--- src/rtl/led_blink_top.sv ---
// rtl/led_blink_top.sv - iCESugar-UP5K green LED blink top
//
// A free-running cycle counter wraps every INTERVAL = CLK_HZ*TOGGLE_SEC
// cycles and flips the green-on flag on each wrap. This gives a square
// wave with a period of 2*TOGGLE_SEC seconds on the green LED.
//
// Ports:
//   clk    in   system clock; all state updates on the rising edge
//   rst    in   asynchronous active-high reset (tie low on the board)
//   LED_R  out  red LED, active-low, held off (1)
//   LED_G  out  green LED, active-low, blink output
//   LED_B  out  blue LED, active-low, held off (1)
module led_blink_top #(
    parameter int CLK_HZ     = 12000000,
    parameter int TOGGLE_SEC = 10
) (
    input  logic clk,
    input  logic rst,
    output logic LED_R,
    output logic LED_G,
    output logic LED_B
);

    // The product can exceed 32 bits, so it is formed in 64-bit arithmetic
    // and range-checked below.
    localparam longint INTERVAL = longint'(CLK_HZ) * longint'(TOGGLE_SEC);
    localparam int     CNT_W    = (INTERVAL <= 1) ? 1 : $clog2(INTERVAL);
    localparam logic [CNT_W-1:0] CNT_MAX = CNT_W'(INTERVAL - 1);

    if (CLK_HZ < 1 || TOGGLE_SEC < 1 || INTERVAL > 64'sh0000_0000_FFFF_FFFF) begin : g_param_check
        $error("led_blink_top: CLK_HZ and TOGGLE_SEC must be >= 1 and their product must fit in 32 bits");
    end

    // Initial values match the reset values so the board can run with rst
    // tied low and the LEDs never show X.
    logic [CNT_W-1:0] r_cnt  = '0;
    logic             r_g_on = 1'b0;

    // The wrap is decided by the comparison with CNT_MAX, not by natural
    // overflow. This keeps power-of-two intervals exact as well.
    always_ff @(posedge clk or posedge rst) begin
        if (rst) begin
            r_cnt  <= '0;
            r_g_on <= 1'b0;
        end else if (r_cnt == CNT_MAX) begin
            r_cnt  <= '0;
            r_g_on <= ~r_g_on;
        end else begin
            r_cnt  <= r_cnt + CNT_W'(1);
        end
    end

    assign LED_G = ~r_g_on;
    assign LED_R = 1'b1;
    assign LED_B = 1'b1;

endmodule

--- config.mk ---
export PLATFORM = sky130hd
export DESIGN_NAME = led_blink_top
export DESIGN_NICKNAME = d
export VERILOG_FILES = /design/src/rtl/led_blink_top.sv
export SDC_FILE = /design/constraint.sdc
export NUM_CORES = 1
export LEC_CHECK = 0
export ABC_AREA = 1
export CORE_UTILIZATION = 52
export DETAILED_ROUTE_END_ITERATION = 10
export GPL_TIMING_DRIVEN = 0
export PLACE_DENSITY = 0.72
export REMOVE_ABC_BUFFERS = 1
export SLEW_MARGIN = 20
export SYNTH_ARGS = -nofsm -noshare
export SYNTH_HDL_FRONTEND = slang
export SYNTH_SLANG_ARGS = --single-unit
--- constraint.sdc ---
create_clock -name clk -period 1.28 [get_ports clk]
set_input_delay 0.384 -clock clk [delete_from_list [all_inputs] [get_ports clk]]
set_output_delay 0.384 -clock clk [all_outputs]
set_load 0.02 [all_outputs]
==> results.tsv, run 1 <==
metric	value	unit
status	finished with violations	
failing checks	setup timing	
hpwl dp	2550	µm
Netlist cell types	20	
clk slew on worst S/H paths	0.16	ns
total routed wirelength	3630	µm
largest net degree at the start of global routing	29	
reg2reg end	r_cnt[24]	
Vias/cell	4.79	
most frequent cells in the layout	nand2_1, nor2_1, inv_1	
Routed wire per std cell	12.0	µm
yosys warns	0	
register bit total from synthesis	28	
pwr dens	725	nW/µm²
CORE AREA	3130	µm²
worst r2r src	r_cnt[0]	
skew final	0.0164	ns
Die ar.	3600	µm²
CP Launch Point	r_cnt[0]	
share of layout cells above drive strength 1	0.241	
initial antenna violation count	0	
first-pass GRT wire length	5750	µm
Mapped Cells	240	
Seq/Total Area, Yosys	0.401	
routability cong.	0.827	
Final Cell Area	2070	µm²
CP required	1.52	ns
DRC Markers	0	
I/O pins	5	
Min-Delay Path Class	input pin to asynchronous set/reset pin	
final setup fails	22	
worst r2r path cells	8	
Slew @ Worst Pin	0.592	ns
number of max-cap violations	0	
max_slew headroom	0.605	
total inserted antenna cells	0	
commonest non-fill, non-tap cell in the layout	nand2_1	
WP data arrival	1.64	ns
initial core utilization	0.559	
site row count	20	
H-Tree Depth	1	
total power draw	1.50	mW
fin nets	261	
setup total negative slack	-1.92	ns
shortest period the worst path allows	1.40	ns
Hold Buf Count CTS	0	
crit start category	flop	
routed via count	1442	
unrepaired setup endpoints after global routing	yes	
crit path max fanout	6	
static leakage	1.04	nW
FMAX	0.715	GHz
CTS Buffer Depth	2	
CTS tree	built	
crit end category	flop	
vias in the first global route	1304	
DR pass1 iterations	4	
Clock Sinks	28	
Total Routing Usage GR	0.219	
Syn Area/Cell	7.29	µm²
Layout Area Growth over Synthesis	18.6	%
Initial DRC Count	62	
Final Core Density	0.663	
Clock Latency Late Sink	0.35	ns
Final Max Tran Viols	0	
peak supply drop	0.458	mV
die span in x	60	µm
Final Hold Fails	0	
CTS root buf	clkbuf_4	
setup slack after layout	-0.118	ns
Vert. Die Dim	60	µm
GRT overflow	0	
antenna-violating nets left	0	
Mapped Area	1750	µm²
port bufs	2	
Tcrit/Tclk final	1.09	
DP Area	1810	µm²
total CTS buffers	3	
worst reg2reg setup slack	-0.12	ns
Crit Path Class	flop to flop	
## critical path: stages (launching register included)
cell and delay [ns]:
dfrtp_1 0.39, ha_2 0.21, nand2_4 0.07, nor2_8 0.18
nand2_8 0.11, nor2_4 0.11, nand2_4 0.09, nand2_1 0.09
nor2_1 0.04
## sequential cells by signal, summed over array words and instances, names as in the netlist
name / count
r_cnt: 27
r_g_on: 1
## how the worst max path moves through the flow
| stage | endpoint | cells past startpoint |
|---|---|---|
| CTS | r_cnt[11] | 6 |
| global route | r_cnt[18] | 8 |
| global placement | r_cnt[22] | 2 |
| detailed placement | r_cnt[22] | 2 |
| finish | r_cnt[24] | 8 |
| floorplan | r_cnt[21] | 8 |
## layout make-up
cell class / count / area [µm²]
multi-input cells: 181 / 1030
fillers: 271 / 1050
clock buffers: 3 / 22.5
clock inverters: 1 / 30.0
flip-flops and latches: 28 / 703
inverters: 30 / 116
well taps: 44 / 55.1
repair buffers: 14 / 115
## where the power goes
part	internal [mW]	leakage, nW	switching [mW]	total (mW)
clock	0.317	0.0279	0.276	0.594
sequential	0.885	0.374	0	0.885
combinational	0.00340	0.637	0.0225	0.0259
## what timing repair did
item | in CTS | in global routing
gates resized for setup | 25 | 15
buffers inserted | 5 | 7
setup endpoints to repair | 52 | 26
hold endpoints to repair | 0 | 0
pin swaps | 11 | 5
## per-stage QoR
step	setup WS (ns)	instances	hold slack [ns]
global placement	-0.423	285	0.463
finish	-0.118	301	0.418
floorplan	-0.0444	239	0.442
CTS	-0.145	294	0.453
detailed placement	-0.447	285	0.469
global route	-0.232	301	0.470
## per-layer routing
layer / routed length (µm) / up-vias / GRT usage / share of wire
li1: - / 751 / - / -
met1: 1670 / 668 / 0.299 / 0.46
met2: 1800 / 17 / 0.365 / 0.50
met3: 103 / 6 / 0.0195 / 0.028
met4: 54 / 0 / 0.0698 / 0.015
met5: 0 / - / 0 / 0
## kinds of logic (layout without fill, tap and decap cells)
kind of cell | Yosys count | in the layout | synth area share
flip-flops | 28 | 28 | 0.401
other | 1 | 2 | 0.00214
AO/OA/AOI/OAI | 4 | 4 | 0.0114
adder cells (fa/ha/maj) | 1 | 1 | 0.00715
buffers and inverters | 32 | 48 | 0.0730
AND/OR/NAND/NOR | 160 | 160 | 0.436
XOR/XNOR | 14 | 14 | 0.0701
## cells in the mapped netlist
master,n,area (µm²)
xor2_1,11,96.3
nand4_2,1,12.5
dfrtp_1,28,701
buf_4,2,15.0
nor2_2,9,56.3
ha_1,1,12.5
xnor2_1,3,26.3
nand3b_2,1,11.3
nand3_1,13,65.1
nor2_8,3,60.1
nand2_1,70,263
inv_1,30,113
nand2_2,6,37.5
nor3_1,3,15.0
conb_1,1,3.75
nand2_4,1,11.3
nor2_1,50,188
a21oi_1,4,20.0
nor2_4,2,22.5
nand2_8,1,20.0
Power figures use the tool's default switching activity.
==> run 2, diff against run 1 <==
--- a/config.mk
+++ b/config.mk
@@ -7,6 +7,7 @@
 export LEC_CHECK = 0
 export ABC_AREA = 1
 export CORE_UTILIZATION = 52
+export CTS_CLUSTER_SIZE = 30
 export DETAILED_ROUTE_END_ITERATION = 10
 export GPL_TIMING_DRIVEN = 0
 export PLACE_DENSITY = 0.72
==> results of run 2 <==
No change in the layout: final DEF, timing and power equal those of run 1.
==> run 3, diff against run 2 <==
--- a/config.mk
+++ b/config.mk
@@ -10,7 +10,7 @@
 export CTS_CLUSTER_SIZE = 30
 export DETAILED_ROUTE_END_ITERATION = 10
 export GPL_TIMING_DRIVEN = 0
-export PLACE_DENSITY = 0.72
+export PLACE_DENSITY = 0.77
 export REMOVE_ABC_BUFFERS = 1
 export SLEW_MARGIN = 20
 export SYNTH_ARGS = -nofsm -noshare
==> run 3 against run 2 <==
Compared with the run above:
- the flow still finishes with violations (setup timing)
- sequential power about the same
- cell count increased by 0.33%
- combinational power increased by 2%
- core utilization increased by 0.92 points
- critical path depth unchanged
- clock skew decreased by 0.0029 ns
- non-clock buffer count increased by 1
- power about the same
- clock-buffer cell count unchanged
- maximum frequency decreased by 0.42%
- highest routed layer unchanged
==> results.tsv, run 3 (same netlist as run 1, synthesis figures left out) <==
metric	value	unit	change
DR pass1 iterations	4		unchanged
initial core utilization	0.559		unchanged
total routed wirelength	3700	µm	was 3630 µm
crit path capture	r_cnt[20]		was r_cnt[24]
hpwl dp	2500	µm	was 2550 µm
switching fraction of total power	0.199		about the same
initial antenna violation count	0		unchanged
share of layout cells above drive strength 1	0.260		was 0.241
Vert. Die Dim	60	µm	unchanged
failing checks	setup timing		unchanged
Crit Path Class	flop to flop		unchanged
Vias/cell	4.90		was 4.79
first-pass GRT wire length	5790	µm	was 5750 µm
P_int	1.21	mW	about the same
number of max-cap violations	0		unchanged
crit end category	flop		unchanged
unrepaired setup endpoints after global routing	yes		unchanged
# fillers	262		was 271
crit start category	flop		unchanged
setup total negative slack	-2.03	ns	was -1.92 ns
routability cong.	0.894		was 0.827
Reg area	702	µm²	was 703 µm²
worst hold margin	0.429	ns	was 0.418 ns
Clock Sinks	28		unchanged
pre-CTS setup slack	-0.425	ns	was -0.447 ns
max FFs per register	27		unchanged
final setup fails	22		unchanged
largest net degree at the start of global routing	29		unchanged
CTS root buf	clkbuf_4		unchanged
setup slack after layout	-0.124	ns	was -0.118 ns
skew final	0.0134	ns	was 0.0164 ns
CTS Buffer Depth	2		unchanged
vias in the first global route	1348		was 1304
worst r2r src	r_cnt[0]		unchanged
WP data arrival	1.66	ns	was 1.64 ns
Hold Buf Count CTS	0		unchanged
combinational share of power	0.017		about the same
antenna-violating nets left	0		unchanged
reg2reg end	r_cnt[20]		was r_cnt[24]
max_slew headroom	0.591		was 0.605
power share of the sequential group	0.588		about the same
CORE AREA	3130	µm²	unchanged
pwr dens	716	nW/µm²	was 725 nW/µm²
die span in x	60	µm	unchanged
CP required	1.53	ns	was 1.52 ns
Layout Area Growth over Synthesis	20.2	%	was 18.6%
Slew @ Worst Pin	0.612	ns	was 0.592 ns
total inserted antenna cells	0		unchanged
I/O pins	5		unchanged
CP Launch Point	r_cnt[0]		unchanged
status	finished with violations		unchanged
DRC Markers	0		unchanged
Initial DRC Count	53		was 62
site row count	20		unchanged
Final Hold Fails	0		unchanged
Tcrit/Tclk final	1.10		was 1.09
Die ar.	3600	µm²	unchanged
total power draw	1.51	mW	was 1.50 mW
port bufs	2		unchanged
most frequent cells in the layout	nand2_1, nor2_1, inv_1		unchanged
routed via count	1480		was 1442
area of the multi-input gates	1060	µm²	was 1030 µm²
FMAX	0.712	GHz	was 0.715 GHz
crit path max fanout	6		unchanged
Clock power frac	0.395		about the same
worst reg2reg setup slack	-0.12	ns	about the same
CTS tree	built		unchanged
Final Max Tran Viols	0		unchanged
shortest period the worst path allows	1.40	ns	about the same
clk slew on worst S/H paths	0.16	ns	about the same
static leakage	1.03	nW	was 1.04 nW
registers with the most flip-flops	r_cnt (27), r_g_on (1)		unchanged
GRT overflow	0		unchanged
Min-Delay Path Class	input pin to asynchronous set/reset pin		unchanged
total CTS buffers	3		unchanged
commonest non-fill, non-tap cell in the layout	nand2_1		unchanged
Clock Latency Late Sink	0.34	ns	was 0.35 ns
worst r2r path cells	8		unchanged
peak supply drop	0.455	mV	was 0.458 mV
Total Routing Usage GR	0.217		was 0.219
H-Tree Depth	1		unchanged
fin nets	262		was 261
largest register by flop count	r_cnt		unchanged
switching power	0.300	mW	was 0.299 mW
Routed wire per std cell	12.2	µm	was 12.0 µm
-- run 3: worst max-delay path: stages, from the launching register on --
cell,delay [ns]
dfrtp_1,0.43
ha_4,0.16
nand2_4,0.06
nor2_8,0.19
nand2_8,0.11
nor2_8,0.17
nand3_2,0.09
nand2_2,0.06
inv_1,0.03
-- run 3: timing repair --
action,in CTS,in global routing
setup endpoints to repair,52,26
setup buffers,6,7
gates cloned,0,0
hold endpoints to repair,0,0
gates resized for setup,30,13
pin swaps,13,11
-- run 3: layer usage --
metal,global-route usage,part of all wire,vias to the layer above
met2,0.354,0.49,38
met1,0.304,0.46,686
li1,-,-,751
met5,0,0,-
met3,0.0216,0.037,5
met4,0.0698,0.0097,0
-- run 3: layout make-up --
cell class	count	area share
Tap cell	44	0.0262
Clock inverter	1	0.0143
Inverter	30	0.0553
Clock buffer	3	0.0107
Timing Repair Buffer	15	0.0565
Sequential cell	28	0.334
Multi-Input combinational cell	181	0.503
-- run 3: through the flow --
step / area, µm² / instances / utilization
after floorplan: 1740 / 239 / -
after global placement: 1810 / 285 / 0.580
after detailed placement: 1810 / 285 / 0.580
after CTS: 2010 / 295 / 0.642
after global routing: 2100 / 302 / 0.672
final: 2100 / 302 / 0.672
-- run 3: worst min path at each step --
stage	end	slack (ns)	startpoint	cells after the start
after floorplan	r_g_on	0.44	r_g_on	2
after global placement	r_g_on	0.46	r_g_on	2
after detailed placement	r_g_on	0.47	r_g_on	2
after CTS	r_cnt[9]	0.46	rst	2
after global routing	r_cnt[9]	0.50	rst	2
final	r_cnt[9]	0.43	rst	2
-- run 3: power groups by stage --
stage / logic [mW] / clock network, mW / registers [mW]
2_1_floorplan: 0.0182 / 0 / 0.901
3_3_place_gp: 0.0261 / 0 / 0.901
3_5_place_dp: 0.0264 / 0 / 0.901
4_1_cts: 0.0278 / 0.594 / 0.885
5_1_grt: 0.0318 / 0.624 / 0.885
6_report: 0.0263 / 0.594 / 0.885
